[src/rtl/uop_fetch_stage.sv]
// uop_fetch_stage: first stage of the microcode front end. It fetches one
// two-instruction bundle per cycle from the uop buffer, tags each instruction
// with its speculation depth and hands the pair to decode.
//
// Bundle layout on uop:           {instr_1[31:0], instr_2[31:0]}
// Fetched instruction layout:     {instruction[31:0], branch_tag[MAX_PREDICT_DEPTH_BITS-1:0]}
module uop_fetch_stage #(
  parameter int unsigned UOP_BUF_SIZE           = 256,
  parameter int unsigned MAX_PREDICT_DEPTH_BITS = 2,
  parameter logic [5:0]  BRANCH_OPCODE          = 6'b000100
) (
  input  logic                                 clk,
  input  logic                                 reset,
  input  logic                                 clear,
  input  logic                                 enabled,
  input  logic                                 next_enabled,
  input  logic                                 next_stalled,
  input  logic                                 prev_valid,
  input  logic [63:0]                          uop,
  output logic [$clog2(UOP_BUF_SIZE)-1:0]      uop_addr,
  output logic                                 stalled,
  output logic                                 valid,
  output logic [32+MAX_PREDICT_DEPTH_BITS-1:0] instruction_1,
  output logic [32+MAX_PREDICT_DEPTH_BITS-1:0] instruction_2
);

  localparam int unsigned AddrW  = $clog2(UOP_BUF_SIZE);
  localparam int unsigned DepthW = MAX_PREDICT_DEPTH_BITS;
  localparam int unsigned FetchW = 32 + DepthW;

  logic [AddrW-1:0]  addr_q, addr_d;
  logic              valid_q, valid_d;
  logic [DepthW-1:0] depth_q, depth_d;
  logic [FetchW-1:0] instr1_q, instr1_d;
  logic [FetchW-1:0] instr2_q, instr2_d;

  logic [31:0]       uop_instr_1, uop_instr_2;
  logic              b1, b2;
  logic [DepthW-1:0] depth_after_1;

  assign uop_instr_1 = uop[63:32];
  assign uop_instr_2 = uop[31:0];

  // Branch detection on the bundle currently presented by the buffer.
  assign b1 = (uop_instr_1[31:26] == BRANCH_OPCODE);
  assign b2 = (uop_instr_2[31:26] == BRANCH_OPCODE);

  // The younger instruction sees the depth bumped by an older branch.
  assign depth_after_1 = depth_q + DepthW'(b1);

  // Next-state selection in priority order: clear, load, drop, consume, hold.
  always_comb begin
    addr_d   = addr_q;
    valid_d  = valid_q;
    depth_d  = depth_q;
    instr1_d = instr1_q;
    instr2_d = instr2_q;
    if (clear) begin
      valid_d = 1'b0;
      depth_d = '0;
    end else if (enabled && prev_valid) begin
      instr1_d = {uop_instr_1, depth_q};
      instr2_d = {uop_instr_2, depth_after_1};
      valid_d  = 1'b1;
      addr_d   = addr_q + AddrW'(1);
      depth_d  = depth_after_1 + DepthW'(b2);
    end else if (enabled) begin
      valid_d = 1'b0;
    end else if (next_enabled) begin
      // Decode took the bundle and nothing replaces it.
      valid_d = 1'b0;
    end
  end

  // State registers with synchronous reset.
  always_ff @(posedge clk) begin
    if (reset) begin
      addr_q   <= '0;
      valid_q  <= 1'b0;
      depth_q  <= '0;
      instr1_q <= '0;
      instr2_q <= '0;
    end else begin
      addr_q   <= addr_d;
      valid_q  <= valid_d;
      depth_q  <= depth_d;
      instr1_q <= instr1_d;
      instr2_q <= instr2_d;
    end
  end

  // A held bundle blocks new input while decode is stalled.
  assign stalled       = valid_q && next_stalled;
  assign uop_addr      = addr_q;
  assign valid         = valid_q;
  assign instruction_1 = instr1_q;
  assign instruction_2 = instr2_q;

endmodule

[config.mk]
export PLATFORM = sky130hd
export DESIGN_NAME = uop_fetch_stage
export DESIGN_NICKNAME = d
export VERILOG_FILES = /design/src/rtl/uop_fetch_stage.sv
export SDC_FILE = /design/constraint.sdc
export NUM_CORES = 1
export LEC_CHECK = 0
export CORE_ASPECT_RATIO = 1.25
export CORE_MARGIN = 1.5
export CORE_UTILIZATION = 30
export DETAILED_ROUTE_END_ITERATION = 8
export PLACE_DENSITY = 0.65
export SKIP_LAST_GASP = 1
export SLEW_MARGIN = 20
export SYNTH_ARGS = -nofsm -noshare
export SYNTH_HDL_FRONTEND = slang
export SYNTH_SLANG_ARGS = --single-unit
[constraint.sdc]
create_clock -name clk -period 2.7 [get_ports clk]
set_clock_uncertainty 0.2 [all_clocks]
set_input_delay 0.54 -clock clk [delete_from_list [all_inputs] [get_ports clk]]
set_output_delay 0.54 -clock clk [all_outputs]
set_load 0.005 [all_outputs]
==> metrics.md, run 1 <==
| Metric | Value |
|---|---|
| Status | finished clean |
| Setup TNS | 0 ns |
| Adder and majority gate portion of the synthesized area | about 1.3% |
| CTS Hold Bufs | 0 |
| Worst VDD drop | 0.293 mV |
| #FFs+latches synth | 79 |
| Max Fclk | between 300 and 400 MHz |
| Unrepaired setup endpoints after global routing | false |
| Tightest Pin Transition | 0.695 ns |
| Die height | 114 µm |
| Asr flop ratio synth | 0% |
| Net count after synthesis | 435 |
| CTS root buf | clkbuf_16 |
| GRT overflow | 0 |
| Synth area leaders | dfxtp_1 (54%), nand2_1 (18%), a21oi_1 (12%) |
| CP startpoint kind | primary input |
| Mux cell area share after synthesis | 1.10% |
| Hold Violations, Final | 0 |
| Core ar. | 9610 µm² |
| ANT nets after route | 0 |
| Placer's final routability congestion estimate | approximately 0.74 |
| Synth top cells by count | nand2_1 (139), dfxtp_1 (79), a21oi_1 (70), clkbuf_1 (12), buf_4 (9) |
| Synthesis Warnings | 0 |
| Syn Inst Count | 361 |
| I/O pin total | approximately 150 |
| Number of flops mapped to enable cells by yosys | 0 |
| WL/cell | 12.6 µm |
| CTS tree | built |
| Avg Cell Area, Syn | 8.18 µm² |
| Clock Tree Buf Depth | 2 |
| Final setup fails | 0 |
| Main combinational cell family by area after synthesis | simple AND/OR/NAND/NOR gates |
| WP data required | 2.74 ns |
| CTS Sinks | 79 |
| Total Wirelength | 7.98 mm |
| Synth Area in Simple Gates | about a quarter |
| Port bufs | 148 |
| Final total power | 0.00254 W |
| Final HPWL DP | 5.79 mm |
| WHS | 0.251 ns |
| Compound-Gate Fraction of Synth Area | between 10% and 20% |
| Cell type with the largest total area after synthesis | dfxtp_1 |
| Initial core utilization | a little under a third |
| Rel. slew slack | between 50% and 60% |
| Via density | 4.52 |
| Critical path type | primary input to flop |
| Yosys top cell area share | 53.6% |
| Layout cells sized above 1 | 6.14% |
| Drt first pass iters | 4 |
| Dominant synthesized flop cell | dfxtp_1 |
| CTS H-tree lvls | 3 |
| PD cells | 530 nW/µm² |
| First-pass GRT wire length | 12.9 mm |
| Drt drc | 0 |
| Worst-path maximum fanout | 2 |
| Die W | approximately 92 µm |
| Post-synthesis cell area | between 2000 and 3000 µm² |
| Pin count of the biggest net entering global routing | 39 |
| CP Data Arrival Time | 2.65 ns |
| Die area | 10400 µm² |
| First DRT Iteration DRCs | 59 |
| P_leak | between 1.5 and 2 nW |
| Sequential fraction of the synthesis area | 53.6% |
| Std-Cell Rows | 40 |
| Initial antenna violation count | 0 |
| Clk pin slew, worst setup/hold paths | 0.05 ns |
| Layout area overhead | 62.7% |
| Synth cell types | 33 |
| Synth Area in XOR/XNOR | ~1.2% |
| Vias in the first global route | approximately 2700 |
| CTS buffer count | 9 |
| # nets final | 577 |
| Gr usage total | 15.8% |
| Diode count | 0 |
| Worst-Skew Late Latency | 0.32 ns |
| Count leader, synth | nand2_1 |
| Slew Limit Fails | 0 |
| Via count | 2853 |
| Final period util | 96.7% |
| Crit. End Element | flop |
| Tmin final | 2.61 ns |
| Worst hold path type | flop to flop |
| Max-Cap Viols | 0 |
## per-stage QoR
| step | std cells | util (%) | setup slack, ns | area [µm²] |
|---|---|---|---|---|
| after CTS | 631 | 50.0 | 0.119 | 4800 |
| final | 631 | 50.0 | 0.0896 | 4800 |
| after global routing | 631 | 50.0 | 0.00125 | 4800 |
| after floorplan | 361 | - | 0.0185 | 2960 |
| after global placement | 618 | 47.3 | -0.546 | 4540 |
| after detailed placement | 618 | 47.3 | -0.568 | 4540 |
## state kept, by name, indices dropped and copies added, names as in the netlist
signal	count
instruction_1	34
instruction_2	34
uop_addr	8
depth_q	2
valid	1
## cell usage in the layout (no fill, tap or decap), types with 2 or more instances in the layout
cell type / instances
buf_4: 7
a211oi_1: 3
nand2_1: 139
or3_1: 2
nor2_1: 7
clkbuf_16: 9
nor3_1: 2
dlygate4sd2_1: 4
o21ai_0: 2
clkinv_2: 2
nor2b_1: 2
a21oi_1: 70
dfxtp_1: 79
nand3_1: 2
ha_1: 2
nand4b_1: 2
or4_1: 2
buf_12: 2
clkdlybuf4s50_1: 143
xnor2_1: 3
## cell type report
cell class | count | area [µm²]
fillers | 958 | 4810
flip-flops and latches | 79 | 1580
repair buffers | 157 | 1560
multi-input cells | 256 | 1240
clock buffers | 11 | 243
well taps | 126 | 158
clock inverters | 2 | 10.0
## repair_timing
action | in CTS | in global routing
endpoints found under the setup margin | 1 | 0
gates resized for setup | 7 | 0
buffers inserted | 0 | 0
## path summary, 6_finish.rpt
kind / from / endpoint / slack (ns) / cells past startpoint
setup / recovery: uop[27] / depth_q[1] / 0.09 / 7
hold / removal: instruction_1[7] / instruction_1[7] / 0.25 / 2
hold reg to reg: instruction_1[7] / instruction_1[7] / 0.25 / 2
setup reg to reg: depth_q[0] / depth_q[1] / 0.98 / 5
## cell families after synthesis
group,count (synthesis)
DFF,79
AOI/OAI and AO/OA,77
and+or+nand+nor,169
xor gates and xnor gates,4
adders and majority gates,3
muxes,3
buffers and inverters,26
## worst max-delay path: stages
cell	delay, ns
clkdlybuf4s50_1	0.42
or4b_2	0.70
nor3_1	0.21
ha_2	0.22
xnor2_1	0.07
or3_1	0.30
a211oi_1	0.18
## where the power goes
| group | switching (W) | internal (W) |
|---|---|---|
| sequential | 0.0000175 | 0.00120 |
| combinational | 0.000106 | 0.000174 |
| clock | 0.000416 | 0.000628 |
| total | 0.000540 | 0.00200 |
## layer usage
| metal | part of all wire (%) | track usage [%] | up-vias | wire length [µm] |
|---|---|---|---|---|
| li1 | - | - | 1465 | - |
| met1 | 42 | 18.1 | 1290 | 3320 |
| met2 | 49 | 27.0 | 85 | 3940 |
| met3 | 7.0 | 4.40 | 13 | 559 |
| met4 | 2.0 | 7.79 | 0 | 162 |
| met5 | 0 | 0 | - | 0 |
No activity file was read; power rests on OpenSTA's default activity.
==> inputs of run 2 (changes only) <==
- DONT_BUFFER_PORTS: unset -> 1
- PLACE_DENSITY: 0.65 -> unset
==> run 2 against run 1 <==
Effect of this change: sequential cell count is the same; count of clock-buffer cells in the layout grew 1; setup slack gained 0.10 ns; critical path depth is the same; largest cell class unchanged; first-iteration DRC count grew 75%; sequential power is essentially flat; final cell count shrank 24%; die area is the same; design area shrank 32%.
==> metrics.md, run 2 (synthesis results as in run 1) <==
| Metric | Value |
|---|---|
| Status | finished clean |
| Worst reg2reg setup slack | 0.92 ns (-0.06 ns) |
| WHS | 0.0866 ns (-0.165 ns) |
| Commonest non-fill, non-tap cell in the layout | nand2_1 |
| ANT nets after route | 0 (unchanged) |
| Total Wirelength | 6.97 mm (-13%) |
| Unrepaired setup endpoints after global routing | false |
| CTS Sinks | 79 (unchanged) |
| FF-to-FF path depth | 5 (unchanged) |
| Max-Cap Viols | 0 (unchanged) |
| Worst r2r src | depth_q[0] |
| Final setup fails | 0 (unchanged) |
| Core ar. | 9610 µm² (unchanged) |
| # nets final | 424 (-27%) |
| Worst-Skew Late Latency | 0.33 ns (about the same) |
| Tightest Pin Transition | 0.473 ns (-0.222 ns) |
| Diode count | 0 (unchanged) |
| Clk pin slew, worst setup/hold paths | 0.05 ns (about the same) |
| Crit. End Element | flop |
| P_leak | 1.09 nW (-35%) |
| Critical path type | primary input to flop |
| Hold-critical path endpoint | instruction_1[13] |
| Post-place setup slack | -0.156 ns (+0.412 ns) |
| Layout cells sized above 1 | 6.52% (+0.38 points) |
| CTS H-tree lvls | 3 (unchanged) |
| Setup TNS | 0 ns (unchanged) |
| Layout area overhead | 10.5% |
| Die W | 91.7 µm (unchanged) |
| Drt drc | 0 (unchanged) |
| Die height | 114 µm (unchanged) |
| Hold Violations, Final | 0 (unchanged) |
| Gr usage total | 13.6% (-2.2 points) |
| Slew Limit Fails | 0 (unchanged) |
| Clock Tree Buf Depth | 2 (unchanged) |
| Fin area | 3260 µm² (-32%) |
| Drt first pass iters | 4 (unchanged) |
| PD cells | 719 nW/µm² (+36%) |
| Rel. slew slack | 68.5% (+15 points) |
| CP Data Arrival Time | 2.55 ns (-0.10 ns) |
| Worst VDD drop | 0.261 mV (-11%) |
| Placer's final routability congestion estimate | 0.707 (-4.8%) |
| Die area | 10400 µm² (unchanged) |
| # fillers | 997 (+4.1%) |
| Fin util | 33.9% (-16 points) |
| Worst hold path type | primary input to flop |
| CTS Hold Bufs | 0 (unchanged) |
| CTS root buf | clkbuf_16 |
| CP startpoint kind | primary input |
| Port bufs | 0 (-100%) |
| Setup ws final | 0.192 ns (+0.102 ns) |
| Via density | 4.89 (+8.1%) |
| Max Fclk | 399 MHz (+4.1%) |
| Initial core utilization | 30.7% (unchanged) |
| Number of gates resized after cts | 0 (-7) |
| Vias in the first global route | 2162 (-19%) |
| WL/cell | 14.5 µm (+15%) |
| Tmin final | 2.51 ns (-0.102 ns) |
| Std-Cell Rows | 40 (unchanged) |
| CTS buffer count | 9 (unchanged) |
| Final HPWL DP | 4.78 mm (-18%) |
| Final period util | 92.9% (-3.8 points) |
| GRT overflow | 0 (unchanged) |
| Worst reg2reg endpoint | depth_q[1] |
| Placed cell area | 3010 µm² (-34%) |
| Worst-path maximum fanout | 2 (unchanged) |
| Worst hold stages | 1 (-1) |
| WP data required | 2.74 ns (about the same) |
| CTS tree | built |
| Min-delay src | reset |
| Via count | 2341 (-18%) |
| Pin count of the biggest net entering global routing | 83 (+110%) |
| I/O pin total | 149 (unchanged) |
| Initial antenna violation count | 0 (unchanged) |
| First DRT Iteration DRCs | 103 (+75%) |
| Setup Buffers After CTS | 0 (unchanged) |
| Most frequent cells in the layout | nand2_1 (139), dfxtp_1 (79), a21oi_1 (70) |
| First-pass GRT wire length | 10.8 mm (-16%) |
run 2: changes by cell type in the layout (fill, tap and decap cells not counted), sizes merged:
| cell | previous run | this run |
|---|---|---|
| buf | 10 | 4 |
| dlygate4sd2 | 4 | 0 |
| clkdlybuf4s50 | 143 | 0 |
| clkbuf | 11 | 12 |
run 2: worst max-delay path by stage:
| stage | startpoint | endpoint | slack [ns] | cells after the start |
|---|---|---|---|---|
| 4_1_cts | uop[59] | depth_q[1] | 0.19 | 7 |
| 6_report | uop[59] | depth_q[1] | 0.19 | 7 |
| 3_3_place_gp | uop[59] | depth_q[1] | -0.12 | 7 |
| 5_1_grt | uop[59] | depth_q[1] | 0.04 | 7 |
| 3_5_place_dp | uop[59] | depth_q[1] | -0.16 | 7 |
| 2_1_floorplan | uop[59] | depth_q[1] | 0.02 | 7 |
run 2: cell type report:
type	count	area [µm²]	share of cell area, %
Clock buffer	12	236	7.25
Sequential cell	79	1580	48.5
Timing Repair Buffer	4	42.5	1.30
Multi-Input combinational cell	256	1230	37.8
Tap cell	126	158	4.83
Clock inverter	2	10.0	0.307
run 2: per-stage QoR:
step | power (W) | instances
after floorplan | 0.00134 | 361
after global placement | 0.00133 | 465
after detailed placement | 0.00133 | 465
after CTS | 0.00239 | 479
after global routing | 0.00246 | 479
final | 0.00234 | 479
run 2: critical path: stages:
cell      delay, ns
or4b_2         0.67
nor3_2         0.20
ha_1           0.29
ha_1           0.21
xnor2_1        0.12
or3_1          0.31
a211oi_1       0.22
run 2: metal layers:
metal	share of wire, %	GRT usage (%)	vias to the layer above
met5	0	0	-
met4	1.6	6.77	0
met3	8.3	5.40	9
met2	50	23.5	91
met1	40	14.3	1075
li1	-	-	1166
run 2: where the power goes:
| group | internal [W] | total (W) | switching [W] | leakage (nW) |
|---|---|---|---|---|
| Combinational | 0.0000319 | 0.0000781 | 0.0000462 | 0.330 |
| Clock | 0.000609 | 0.00104 | 0.000428 | 0.122 |
| Sequential | 0.00120 | 0.00123 | 0.0000271 | 0.641 |
| Total | 0.00184 | 0.00234 | 0.000502 | 1.09 |
==> inputs of run 3 (changes only) <==
- CORE_UTILIZATION: 30 -> 41
==> run 3 against run 2 <==
Effect of this change: final cell count fell by 7.5%; sequential cell count did not move; register-to-register slack got worse by 0.02 ns; global-route usage rose by 3.7 points; clock power fell by 10%; power fell by 4.6%; critical path type unchanged; critical endpoint unchanged.
==> metrics.md, run 3 (synthesis results as in run 1) <==
| Metric | Value |
|---|---|
| Worst setup path startpoint | uop[59] |
| Fin area | 3170 µm² (-2.9%) |
| Final setup fails | 0 (unchanged) |
| First-pass GRT wire length | 10.6 mm (-2.3%) |
| WL/cell | 14.9 µm (+2.2%) |
| Placer's final routability congestion estimate | 0.703 (-0.45%) |
| P_leak | 1.06 nW (-2.7%) |
| Drt drc | 0 (unchanged) |
| CTS H-tree lvls | 3 (unchanged) |
| Multi-input logic area | 1230 µm² (unchanged) |
| Crit path buf inv count | 0 (unchanged) |
| GRT overflow | 0 (unchanged) |
| CTS Sinks | 79 (unchanged) |
| Number of gates resized after cts | 0 (unchanged) |
| Min-delay src | reset |
| Via count | 2315 (-1.1%) |
| Slew Limit Fails | 0 (unchanged) |
| GR Util met1 | 18.6% (+4.3 points) |
| Drt first pass iters | 4 (unchanged) |
| Via density | 5.23 (+6.9%) |
| Layout area overhead | 7.29% |
| Unrepaired setup endpoints after global routing | false |
| Post-place setup slack | -0.162 ns (-0.00596 ns) |
| # nets final | 422 (-0.47%) |
| Final HPWL DP | 4.44 mm (-7.0%) |
| I/O pin total | 149 (unchanged) |
| Delay-heaviest family, CP | simple AND/OR/NAND/NOR gates |
| # fillers | 743 (-25%) |
| CTS tree | built |
| Vias in the first global route | 2288 (+5.8%) |
| Std-Cell Rows | 34 (-15%) |
| Diode count | 0 (unchanged) |
| Final total power | 0.00224 W (-4.6%) |
| Die height | 97.9 µm (-14%) |
| Rel. slew slack | 73.6% (+5.2 points) |
| Final cell count without fillers | 443 (-7.5%) |
| Slowest-stage cell, CP | or4b_2 |
| CTS Hold Bufs | 0 (unchanged) |
| Max Fclk | 403 MHz (+1.0%) |
| Gr usage total | 17.2% (+3.7 points) |
| CTS root buf | clkbuf_8 |
| Crit. End Element | flop |
| WP data required | 2.76 ns (+0.02 ns) |
| Pin count of the biggest net entering global routing | 83 (unchanged) |
| Gr busiest metal | met2 |
| Placed cell area | 2950 µm² (-2.0%) |
| First DRT Iteration DRCs | 129 (+25%) |
| Port bufs | 0 (unchanged) |
| Die area | 7720 µm² (-26%) |
| Critical path type | primary input to flop |
| Fin util | 45.4% (+11 points) |
| Worst-Skew Late Latency | 0.34 ns (about the same) |
| Worst-path maximum fanout | 2 (unchanged) |
| Total Wirelength | 6.59 mm (-5.5%) |
| Setup Buffers After CTS | 0 (unchanged) |
| Initial core utilization | 42.3% (+12 points) |
| Hold Violations, Final | 0 (unchanged) |
| Flip-flop and latch area | 1580 µm² (unchanged) |
| CP startpoint kind | primary input |
| GR Util met3 | 5.70% (+0.30 points) |
| Crit-path most repeated cell | ha_1 |
| Met2 GRT Util | 29.7% (+6.2 points) |
| Die W | 78.9 µm (-14%) |
| CP peak stage delay | 0.67 ns (about the same) |
| Cells after DPL | 427 (-8.2%) |
| Worst VDD drop | 0.413 mV (+58%) |
| Max-Cap Viols | 0 (unchanged) |
| Status | finished clean |
| Clock Tree Buf Depth | 2 (unchanged) |
| Most frequent cells in the layout | nand2_1 (139), dfxtp_1 (79), a21oi_1 (70) |
| ANT nets after route | 0 (unchanged) |
| Layout cells sized above 1 | 7.08% (+0.57 points) |
| Core ar. | 6980 µm² (-27%) |
| Worst hold path type | primary input to flop |
| PD cells | 706 nW/µm² (-1.8%) |
| Initial antenna violation count | 0 (unchanged) |
| Tightest Pin Transition | 0.396 ns (-0.0775 ns) |
| Tmin final | 2.48 ns (-0.0260 ns) |
| CP Data Arrival Time | 2.54 ns (about the same) |
| Clk pin slew, worst setup/hold paths | 0.08 ns (+0.03 ns) |
| Commonest non-fill, non-tap cell in the layout | nand2_1 |
| Crit path cell chain | or4b_2 > nor3_2 > ha_1 > ha_1 > xnor2_1 > or3_1 > a211oi_1 |
| Worst r2r src | depth_q[0] |
| CTS buffer count | 9 (unchanged) |
| Final period util | 91.9% (-0.96 points) |
| Setup ws final | 0.218 ns (+0.0260 ns) |
-- run 3: worst reg2reg max path: stages, from the launching register on --
cell and delay, ns:
dfxtp_1 0.33, ha_1 0.32, ha_1 0.22, xnor2_1 0.13, or3_1 0.30, a211oi_1 0.21
-- run 3: path summary, 6_finish.rpt --
path	end	slack, ns	depth (start not counted)
worst min register to register	instruction_2[31]	0.27	2
worst max-delay path	depth_q[1]	0.22	7
worst min-delay path	instruction_2[3]	0.05	1
worst max register to register	depth_q[1]	0.90	5
-- run 3: routing by layer --
layer | wire length [µm] | vias to the layer above
met3 | 582 | 12
li1 | - | 1154
met2 | 3240 | 95
met1 | 2620 | 1054
met4 | 145 | 0
met5 | 0 | -
-- run 3: final cells by class --
cell class                      instances  area share (%)
Multi-Input combinational cell        256            38.9
Sequential cell                        79            49.9
Timing Repair Buffer                    2           0.869
Clock buffer                           10            4.03
Tap cell                               90            3.56
Clock inverter                          6            2.69
-- run 3: report_power, final --
part           switching [W]  internal (W)  leakage, nW
clock network       0.000417      0.000518        0.102
logic              0.0000449     0.0000306        0.320
registers          0.0000270       0.00120        0.641
-- run 3: metrics by stage --
stage	setup TNS [ns]	hold WS [ns]
after global routing	0	0.0322
after global placement	-0.118	0.256
final	0	0.0522
after CTS	0	0.0350
after detailed placement	-0.162	0.260
after floorplan	0	0.249
